$ cat src/rtl/dmem_arb_pkg.sv
// Shared constants for the data-memory arbiter: FSM encoding, requester IDs
// and the latency counter type.
package dmem_arb_pkg;

    localparam int CNT_W = 4;

    typedef logic [CNT_W-1:0] cnt_t;

    localparam logic [1:0] ST_IDLE   = 2'd0;
    localparam logic [1:0] ST_ACCESS = 2'd1;
    localparam logic [1:0] ST_RESP   = 2'd2;

    localparam logic REQ_CPU = 1'b0;
    localparam logic REQ_SYS = 1'b1;

    // One-hot bit of a requester, used to mask the current owner in RESP.
    function automatic logic [1:0] req_onehot(input logic id);
        logic [1:0] oh;
        if (id == REQ_SYS) begin
            oh = 2'b10;
        end else begin
            oh = 2'b01;
        end
        return oh;
    endfunction

endpackage

$ cat src/rtl/dmem_arbiter_rr_pick2.sv
// Two-way round-robin picker: a lone requester wins, a tie goes to the
// requester that was not granted last.
module rr_pick2
    import dmem_arb_pkg::*;
(
    input  logic [1:0] req,
    input  logic [1:0] mask,
    input  logic       last_grant,
    output logic       grant_valid,
    output logic       grant_id
);

    logic [1:0] eff_s;

    // Select the winner among unmasked requesters.
    always_comb begin
        eff_s       = req & ~mask;
        grant_valid = 1'b0;
        grant_id    = REQ_CPU;
        case (eff_s)
            2'b01: begin
                grant_valid = 1'b1;
                grant_id    = REQ_CPU;
            end
            2'b10: begin
                grant_valid = 1'b1;
                grant_id    = REQ_SYS;
            end
            2'b11: begin
                grant_valid = 1'b1;
                grant_id    = ~last_grant;
            end
            default: begin
                grant_valid = 1'b0;
                grant_id    = REQ_CPU;
            end
        endcase
    end

endmodule

$ cat src/rtl/dmem_arbiter.sv
// Shares the single data-memory port between the CPU load/store path and the
// syscall I/O unit, sequencing each access against a fixed-latency memory.
module dmem_arbiter
    import dmem_arb_pkg::*;
#(
    parameter int DATA_W  = 32,
    parameter int ADDR_W  = 32,
    parameter int MEM_LAT = 1
)
(
    input  logic              clock,
    input  logic              reset_n,
    input  logic              cpu_req,
    input  logic              cpu_we,
    input  logic [ADDR_W-1:0] cpu_addr,
    input  logic [DATA_W-1:0] cpu_wdata,
    output logic              cpu_done,
    output logic              cpu_stall,
    input  logic              sys_req,
    input  logic              sys_we,
    input  logic [ADDR_W-1:0] sys_addr,
    input  logic [DATA_W-1:0] sys_wdata,
    output logic              sys_done,
    output logic [DATA_W-1:0] rdata,
    output logic [ADDR_W-1:0] mem_addr,
    output logic [DATA_W-1:0] mem_wdata,
    output logic              mem_read,
    output logic              mem_write,
    input  logic [DATA_W-1:0] mem_rdata
);

    localparam cnt_t CNT_LOAD = cnt_t'(MEM_LAT - 1);

    logic [1:0]        state_q, state_d;
    logic              owner_q, owner_d;
    logic              we_q, we_d;
    logic [ADDR_W-1:0] addr_q, addr_d;
    logic [DATA_W-1:0] wdata_q, wdata_d;
    cnt_t              cnt_q, cnt_d;
    logic              last_grant_q, last_grant_d;
    logic              mem_read_q, mem_read_d;
    logic              mem_write_q, mem_write_d;
    logic              cpu_done_q, cpu_done_d;
    logic              sys_done_q, sys_done_d;
    logic [DATA_W-1:0] rdata_q, rdata_d;

    logic [1:0]        mask_s;
    logic              grant_valid_s;
    logic              grant_id_s;
    logic              sel_we_s;
    logic [ADDR_W-1:0] sel_addr_s;
    logic [DATA_W-1:0] sel_wdata_s;

    // In RESP the owner is masked so the other side gets a back-to-back grant.
    always_comb begin
        if (state_q == ST_RESP) begin
            mask_s = req_onehot(owner_q);
        end else begin
            mask_s = 2'b00;
        end
    end

    rr_pick2 u_pick (
        .req         ({sys_req, cpu_req}),
        .mask        (mask_s),
        .last_grant  (last_grant_q),
        .grant_valid (grant_valid_s),
        .grant_id    (grant_id_s)
    );

    assign sel_we_s    = (grant_id_s == REQ_SYS) ? sys_we    : cpu_we;
    assign sel_addr_s  = (grant_id_s == REQ_SYS) ? sys_addr  : cpu_addr;
    assign sel_wdata_s = (grant_id_s == REQ_SYS) ? sys_wdata : cpu_wdata;

    // Next-state logic for the FSM, transaction latches and output registers.
    always_comb begin
        state_d      = state_q;
        owner_d      = owner_q;
        we_d         = we_q;
        addr_d       = addr_q;
        wdata_d      = wdata_q;
        cnt_d        = cnt_q;
        last_grant_d = last_grant_q;
        rdata_d      = rdata_q;
        mem_read_d   = 1'b0;
        mem_write_d  = 1'b0;
        cpu_done_d   = 1'b0;
        sys_done_d   = 1'b0;
        case (state_q)
            ST_IDLE, ST_RESP: begin
                if (grant_valid_s) begin
                    state_d      = ST_ACCESS;
                    owner_d      = grant_id_s;
                    last_grant_d = grant_id_s;
                    we_d         = sel_we_s;
                    addr_d       = sel_addr_s;
                    wdata_d      = sel_wdata_s;
                    cnt_d        = CNT_LOAD;
                    mem_read_d   = ~sel_we_s;
                    mem_write_d  = sel_we_s;
                end else begin
                    state_d = ST_IDLE;
                end
            end
            ST_ACCESS: begin
                if (cnt_q == cnt_t'(0)) begin
                    state_d    = ST_RESP;
                    cpu_done_d = (owner_q == REQ_CPU);
                    sys_done_d = (owner_q == REQ_SYS);
                    if (!we_q) begin
                        rdata_d = mem_rdata;
                    end else begin
                        rdata_d = rdata_q;
                    end
                end else begin
                    cnt_d      = cnt_q - cnt_t'(1);
                    mem_read_d = ~we_q;
                end
            end
            default: begin
                state_d = ST_IDLE;
            end
        endcase
    end

    // State and output registers; reset leaves SYS as last grant so the CPU wins the first tie.
    always_ff @(posedge clock or negedge reset_n) begin
        if (!reset_n) begin
            state_q      <= ST_IDLE;
            owner_q      <= REQ_CPU;
            we_q         <= 1'b0;
            addr_q       <= {ADDR_W{1'b0}};
            wdata_q      <= {DATA_W{1'b0}};
            cnt_q        <= cnt_t'(0);
            last_grant_q <= REQ_SYS;
            rdata_q      <= {DATA_W{1'b0}};
            mem_read_q   <= 1'b0;
            mem_write_q  <= 1'b0;
            cpu_done_q   <= 1'b0;
            sys_done_q   <= 1'b0;
        end else begin
            state_q      <= state_d;
            owner_q      <= owner_d;
            we_q         <= we_d;
            addr_q       <= addr_d;
            wdata_q      <= wdata_d;
            cnt_q        <= cnt_d;
            last_grant_q <= last_grant_d;
            rdata_q      <= rdata_d;
            mem_read_q   <= mem_read_d;
            mem_write_q  <= mem_write_d;
            cpu_done_q   <= cpu_done_d;
            sys_done_q   <= sys_done_d;
        end
    end

    assign cpu_done  = cpu_done_q;
    assign sys_done  = sys_done_q;
    assign rdata     = rdata_q;
    assign mem_addr  = addr_q;
    assign mem_wdata = wdata_q;
    assign mem_read  = mem_read_q;
    assign mem_write = mem_write_q;
    assign cpu_stall = cpu_req & ~cpu_done_q;

endmodule
$ cat config.mk
export PLATFORM = sky130hd
export DESIGN_NAME = dmem_arbiter
export DESIGN_NICKNAME = d
export VERILOG_FILES = /design/src/rtl/dmem_arb_pkg.sv /design/src/rtl/dmem_arbiter_rr_pick2.sv /design/src/rtl/dmem_arbiter.sv
export SDC_FILE = /design/constraint.sdc
export NUM_CORES = 1
export LEC_CHECK = 0
export ABC_CLOCK_PERIOD_IN_PS = 3500
export CORE_MARGIN = 4
export CORE_UTILIZATION = 40
export CTS_CLUSTER_DIAMETER = 100
export DETAILED_ROUTE_END_ITERATION = 16
export PLACE_DENSITY = 0.81
export SLEW_MARGIN = 20
export SYNTH_ARGS = -nofsm -noshare
export SYNTH_HDL_FRONTEND = slang
export SYNTH_SLANG_ARGS = --single-unit
$ cat constraint.sdc
create_clock -name clock -period 3.5 [get_ports clock]
set_input_delay 0.35 -clock clock [delete_from_list [all_inputs] [get_ports clock]]
set_output_delay 0.35 -clock clock [all_outputs]
set_load 0.005 [all_outputs]
==> metrics list, run 1 <==
- STA puts the critical path data required time at 3.65 ns.
* Fraction of registers with async set or reset after synthesis: 100.0%
- Measured in cells, the most critical reg-to-reg path has a length of 3.
- Final worst clock skew: 0.006369 ns
* Largest delay share family, worst path: simple AND/OR/NAND/NOR gates
- Sum of buffers and inverters on the critical path: 2
- Once placement completed, the tool counted placed cells totaling 813.
- Dividing the detail-routed wire length by the instance count gives 17.67 µm.
- The worst path uses 71.37% of the clock period.
- Net count after synthesis: 574
- FF/Latch Area: 2729 µm²
- Overall global routing resource usage: 20.42%
- Clock-pin slew was measured on the worst setup and hold paths at 0.07 ns.
* Slew HR: 30.65%
- The critical path goes through clkdlybuf4s50_1, inv_1, a31o_2, or2_2, o21ai_0.
* EDFF count, synth: 0
- Subtracting the final worst setup slack from the clock period gives 2.498 ns.
- The via count of the first global-routing pass was 4460.
* Number of design-rule violations left by the first detailed-router iteration: 246
- Maximum number of pins on one net before global-route repair: 89
* Post-Syn Instances: 407
* Antenna violations before repair: 0
- Number of nets with antenna violations after detailed routing: 0
* Vertical die dimension: 119.2 µm
- The final max-slew violation count came to 0.
- Routed wire length: 14.65 mm
* Net count of the finished layout: 823
- Count of buffers inserted at the top-level ports: 266
- Final cell count without fillers: 829
- Along the worst path, the maximum fanout reaches 67.
* Area used by multi-input combinational logic: 2012 µm²
- Root Buffer: sky130_fd_sc_hd__clkbuf_16
* Setup Crit Path Kind: in2reg
* Final Hold Violating Endpoints: 0
* Final worst hold slack: 0.07454 ns
- Internal reg-to-reg setup slack: 1.14 ns
- Later-pin clock latency in the skew report: 0.33 ns
- Total negative slack: 0 ns
- The critical path starts at cpu_req.
- Pwr/cell area: 781.0 nW/µm²
- Fraction of layout cells with a size suffix above 1: 8.775%
- Register area share after synthesis: 55.20%
- The number of different library cells used by synthesis comes to 31.
* Detailed-route via count: 4176
- Summed over all cells, the static leakage comes to 0.003512 µW.
- The worst hold path belongs to the class in2async.
* Dpl hpwl: 11.16 mm
* Number of cells on the critical path: 5
* CP Capture Type: register
* Buffer depth of the longest clock path: 2
* Grt ovf: 0
- For this design the top-level I/O count stands at 267.
* CTS tree: built
- The first global-routing pass estimated 23.38 mm of wire.
* Achievable frequency: 400.3 MHz
- In this design, the stage delay of the slowest critical-path cell is 0.89 ns.
* Reg2Reg Launch Point: state_q[1]
- VDD sags by at most 351.2 µV.
- The tool flagged a number of max-cap violations equal to 0.
* Synthesis warning total: 0
* Hold bufs inserted after CTS: 0
* Sort of element at the start of the critical path: input port
* CTS sink cnt: 109
- Among all stages on the critical path, the largest delay is contributed by sky130_fd_sc_hd__or2_2.
- Fill count: 922
- In this run, post-CTS repair resized a total of 0 instances.
- The repair_antennas step left the layout with diodes totalling 0.
- Setup repair after global routing left no endpoint under its margin.
* Number of CTS-inserted buffers: 9
- The core region is 12060 µm².
* Depth of the CTS H-tree: 3
* Setup bufs post-CTS: 0
* Transition time at the pin with the least slew margin: 1.040 ns
* Weighted congestion reported at the end of routability-driven placement: 0.8020
- Number of rows created at floorplan: 40
* Total setup violations reported at the end of the flow: 0
* Detailed Routing Iterations Pass 1: 4
* Data arrival time of the critical path: 2.65 ns
* Via density per instance: 5.037
- Run status: finished clean
- Following the worst setup path forward leads to its endpoint at mem_addr[17].
* Syn Std Cell Area: 4943 µm²
* Synth Area per Inst: 12.15 µm²
- Post-route DRC violation count: 0
* Area growth from synthesis to final layout: 61.12%
- The floorplan step set the die width to 119.2 µm.
- The die covers 14200 µm².
* Endpoint of the lowest-slack register-to-register path: mem_addr[17]
- Flip-flop and latch count after synthesis: 109
* Starting Density: 40.99%
- Main synth FF type: sky130_fd_sc_hd__dfrtp_1
-- worst register-to-register path, cell delays in order (launching register included) --
cell,delay [ns]
sky130_fd_sc_hd__dfrtp_1,0.45
sky130_fd_sc_hd__a31o_2,0.54
sky130_fd_sc_hd__or2_2,0.89
sky130_fd_sc_hd__o21ai_0,0.31
-- cell type report --
type                       count  area share (%)
timing repair buffer         271           34.07
clock buffer                  12           2.969
sequential                   109           34.26
inverter                       4          0.1885
tap                          168           2.639
multi-input combinational    261           25.26
clock inverter                 4          0.6126
-- report_power, final --
group,leakage (µW),switching (µW),internal [µW]
sequential,0.00132,345,1890
combinational,0.00205,1170,1830
clock,0.000141,429,555
total,0.00351,1950,4270
-- how the worst min path moves through the flow --
stage / start / endpoint
CTS: reset_n / rdata[26]
detailed placement: last_grant_q / last_grant_q
global placement: last_grant_q / last_grant_q
finish: reset_n / rdata[27]
global route: reset_n / rdata[26]
floorplan: reset_n / cnt_q[0]
-- kinds of logic after synthesis --
kind of cell	count (synthesis)	share of synthesized area, %
muxes	99	23.16
buffers and inverters	37	4.328
AOI/OAI and AO/OA	136	14.15
and+or+nand+nor	23	2.557
DFF	109	55.20
adders and majority gates	1	0.2531
xor gates and xnor gates	2	0.3544
-- sequential cells by signal (all words and copies together), names as in the netlist --
name and count:
cpu_done 1, rdata 32, mem_wdata 32, cnt_q 4, mem_read 1, state_q 2, last_grant_q 1, owner_q 1
sys_done 1, we_q 1, mem_addr 32, mem_write 1
-- cells in the final DEF (no fill, tap or decap), drive strengths merged, types with 3 or more instances in the layout --
| cell type | n |
|---|---|
| clkdlybuf4s50 | 265 |
| o21ai | 130 |
| dfrtp | 108 |
| mux2i | 66 |
| mux2 | 33 |
| clkbuf | 12 |
| nor2 | 7 |
| buf | 6 |
| inv | 4 |
| nand3 | 3 |
| clkinv | 3 |
-- routing by layer --
metal | GRT usage (%) | share of wire, % | vias up
met5 | 0 | 0 | -
met4 | 7.676 | 2.2 | 0
met1 | 24.15 | 39 | 2011
met2 | 35.15 | 51 | 183
met3 | 5.888 | 7.4 | 24
li1 | - | - | 1958
-- per-stage QoR --
step	util [%]	area, µm²	setup WS, ns	power [µW]
6_report	66.04	7965	1.002	6221
5_1_grt	66.04	7965	0.8003	6645
4_1_cts	66.01	7961	0.9754	6297
3_5_place_dp	63.64	7676	0.5940	5291
3_3_place_gp	63.64	7676	0.7939	5172
2_1_floorplan	-	4943	1.388	3620
-- cells in the mapped netlist (3+ instances only) --
cell type                  instances  share of area, %
sky130_fd_sc_hd__nand3_1           3              0.30
sky130_fd_sc_hd__nor2_1            7              0.53
sky130_fd_sc_hd__mux2i_1          66                13
sky130_fd_sc_hd__mux2_2            3              0.68
sky130_fd_sc_hd__inv_1             4              0.30
sky130_fd_sc_hd__buf_12            3               1.2
sky130_fd_sc_hd__buf_2             6              0.61
sky130_fd_sc_hd__dfrtp_1         108                55
sky130_fd_sc_hd__o21ai_0         130                13
sky130_fd_sc_hd__mux2_4           30               9.1
sky130_fd_sc_hd__clkbuf_1         21               1.6
(Power assumes the default switching activity.)
==> inputs of run 2 (changes only) <==
- ABC_CLOCK_PERIOD_IN_PS: 3500 -> 2480
- CORE_UTILIZATION: 40 -> 39
- PLACE_DENSITY: 0.81 -> 0.79
- clock period: 3.5 -> 2.48 ns (I/O delays scaled with it)
==> run 2 against run 1 <==
  * The flow now finishes with violations (negative hold slack)
  * Critical path depth stayed put
  * Sequential share of layout area is 0.48 points lower
  * Global-route usage is 0.74 points higher
  * Combinational power is 45% higher
  * Total power is 46% higher
  * Setup slack worse by 0.66 ns
  * Hold slack worse by 0.099 ns
  * Non-clock buffer count is 7 higher
==> metrics list, run 2 (same netlist as run 1, synthesis figures left out) <==
- The run finished, with violations left.
* Violations in the final reports: negative hold slack
- The count of routing violations after the opening detailed-route iteration came to 205 (-17%).
- Number of CTS-inserted buffers: 9 (unchanged)
* Pwr/cell area: 1122 nW/µm² (+44%)
- The total grt overflow came to 0 (unchanged).
- The relative max-transition margin was 47.56% (+17 points).
- Hold bufs inserted after CTS: 0 (unchanged)
* FF/Latch Area: 2729 µm² (unchanged)
* Fin crit share: 86.08%
- The slew at the pin closest to its max-slew limit came to 0.7866 ns (-0.2536 ns).
- Fill count: 956 (+3.7%)
- Leading cell types in the layout, fill and taps excluded: 265 x sky130_fd_sc_hd__clkdlybuf4s50_1, 130 x sky130_fd_sc_hd__o21ai_0, 108 x sky130_fd_sc_hd__dfrtp_1
- The total negative slack was 0 ns (unchanged).
- Worst hold path class: in2async
- Final worst hold slack: -0.02420 ns (-0.09874 ns)
- The layout cell share with drive strength beyond 1 was 9.895% (+1.1 points).
- The worst path needs 2.135 ns of the cycle, external delays included.
- First-pass GRT wire length: 24.14 mm (+3.2%)
* Worst vdd ir: 438.5 µV (+25%)
- Number of diodes: 0 (unchanged)
- Dpl hpwl: 11.79 mm (+5.6%)
- Area used by multi-input combinational logic: 2012 µm² (unchanged)
- The static leakage power came to 0.003572 µW (+1.7%).
- Number of rows created at floorplan: 40 (unchanged)
- The final count of hold timing violations is 23 (+23).
* Unrepaired setup endpoints after global routing: no
* Worst-path cell with the longest stage delay: sky130_fd_sc_hd__or3_4
- TritonCTS built the clock tree.
* Net count of the finished layout: 830 (+0.85%)
- Number of global-route vias before repair: 4534 (+1.7%)
- Vertical die dimension: 120.6 µm (+1.2%)
- The die outline width is 120.6 µm (+1.2%).
- Largest delay share family, worst path: simple AND/OR/NAND/NOR gates
- Final cell count without fillers: 835 (+0.72%)
* CTS sink cnt: 109 (unchanged)
- Wirelength per Cell: 18.45 µm (+4.4%)
* Number of cells in the design after placement: 820 (+0.86%)
- Walking the worst path, the cells encountered are inv_1, ha_1, or3b_1, or3_4, mux2_4.
* Number of cells on the critical path: 5 (unchanged)
- The pin count of the biggest net entering global routing is 62 (-30%).
- Detailed-route via count: 4211 (+0.84%)
- Required time worst endpoint: 2.71 ns (-0.94 ns)
- Starting Density: 40.48% (-0.50 points)
* Buffer depth of the longest clock path: 2 (unchanged)
- Via density per instance: 5.043 (+0.11%)
* Setup Crit Path Kind: reg2reg
* Weighted congestion reported at the end of routability-driven placement: 0.7780 (-3.0%)
- Dpl ws: 0.3534 ns (-0.2405 ns)
* Number of max-cap violations: 0 (unchanged)
- CP Capture Type: register
* Post_cts resized: 0 (unchanged)
- The setup slack of the critical path after layout was 0.3452 ns (-0.6568 ns).
* Achievable frequency: 468.4 MHz
* Fin. max-slew vios: 0 (unchanged)
- Detailed Routing Iterations Pass 1: 4 (unchanged)
* Sum of buffers and inverters on the critical path: 1 (-1)
- Final worst clock skew: 0.01013 ns (+0.003762 ns)
* Critical path fanouts, max: 32 (-52%)
* Core Footprint: 12210 µm² (+1.2%)
- The total DRC errors in the routed layout came to 0 (unchanged).
- Delay of the slowest cell on the worst path: 0.63 ns (-0.26 ns)
- The library cell used most frequently in the layout, excluding fill and tap cells, is sky130_fd_sc_hd__clkdlybuf4s50_1.
- Number of nets with antenna violations after detailed routing: 0 (unchanged)
- Later-pin clock latency in the skew report: 0.35 ns (+0.02 ns)
- Overall global routing resource usage: 21.17% (+0.74 points)
- The number of buffers inserted by port buffering came to 266 (unchanged).
- The number of antenna violations at the first check in global routing is 0 (unchanged).
- Worst reg2reg path depth: 5 (+2)
- Routed wire length: 15.40 mm (+5.1%)
- Sort of element at the start of the critical path: register
* Floorplan die area: 14540 µm² (+2.4%)
- The post-CTS repair timing setup buffer count is 0 (unchanged).
- The boundary pin count came to 267 (unchanged).
* Root Buffer: sky130_fd_sc_hd__clkbuf_16
* Depth of the CTS H-tree: 3 (unchanged)
- The critical path arrival was 2.36 ns (-0.29 ns).
* Area growth from synthesis to final layout: 63.43%
- CTS clk-pin slew, worst paths: 0.07 ns (about the same)
- Total setup violations reported at the end of the flow: 0 (unchanged)
run 2: cell types whose count changed in the layout (fill, tap and decap cells not counted), sizes merged:
cell	before	now
clkinv	3	1
bufinv	1	2
buf	6	13
run 2: stage by stage:
step | cell area, µm² | power, µW | util, % | hold WS, ns
floorplan | 4943 | 5109 | - | -0.04759
global placement | 7754 | 7414 | 63.49 | 0.3880
detailed placement | 7754 | 7585 | 63.49 | 0.3840
CTS | 8079 | 9182 | 66.16 | 0.001714
global route | 8079 | 9672 | 66.16 | 0.04322
finish | 8079 | 9063 | 66.16 | -0.02420
run 2: power by group:
group | internal [µW] | leakage, µW | switching, µW
Combinational | 2640 | 0.00209 | 1700
Sequential | 2670 | 0.00132 | 496
Clock | 937 | 0.000159 | 620
Total | 6240 | 0.00357 | 2820
run 2: cell type report:
type | count | area share [%]
Timing Repair Buffer | 278 | 34.51
Inverter | 4 | 0.1858
Clock inverter | 3 | 0.8518
Sequential cell | 109 | 33.78
Multi-Input combinational cell | 261 | 24.90
Clock buffer | 12 | 3.175
Tap cell | 168 | 2.602
run 2: final timing paths:
| kind | start | end | slack, ns |
|---|---|---|---|
| min in group clock | last_grant_q | last_grant_q | 0.49 |
| max reg2reg | cnt_q[0] | rdata[21] | 0.35 |
| min reg2reg | last_grant_q | last_grant_q | 0.49 |
| max | cnt_q[0] | rdata[21] | 0.35 |
| max in group asynchronous | reset_n | rdata[4] | 1.80 |
| min | reset_n | rdata[24] | -0.02 |
run 2: worst register-to-register path, cell delays in order (launching register included):
cell	delay [ns]
sky130_fd_sc_hd__dfrtp_1	0.39
sky130_fd_sc_hd__inv_1	0.09
sky130_fd_sc_hd__ha_1	0.16
sky130_fd_sc_hd__or3b_1	0.36
sky130_fd_sc_hd__or3_4	0.63
sky130_fd_sc_hd__mux2_4	0.39
run 2: layer usage:
layer,part of all wire (%),track usage (%),vias up
met5,0,0,-
met4,2.3,8.357,0
met3,8.9,6.829,22
met2,50,36.19,208
met1,39,24.64,2013
li1,-,-,1968
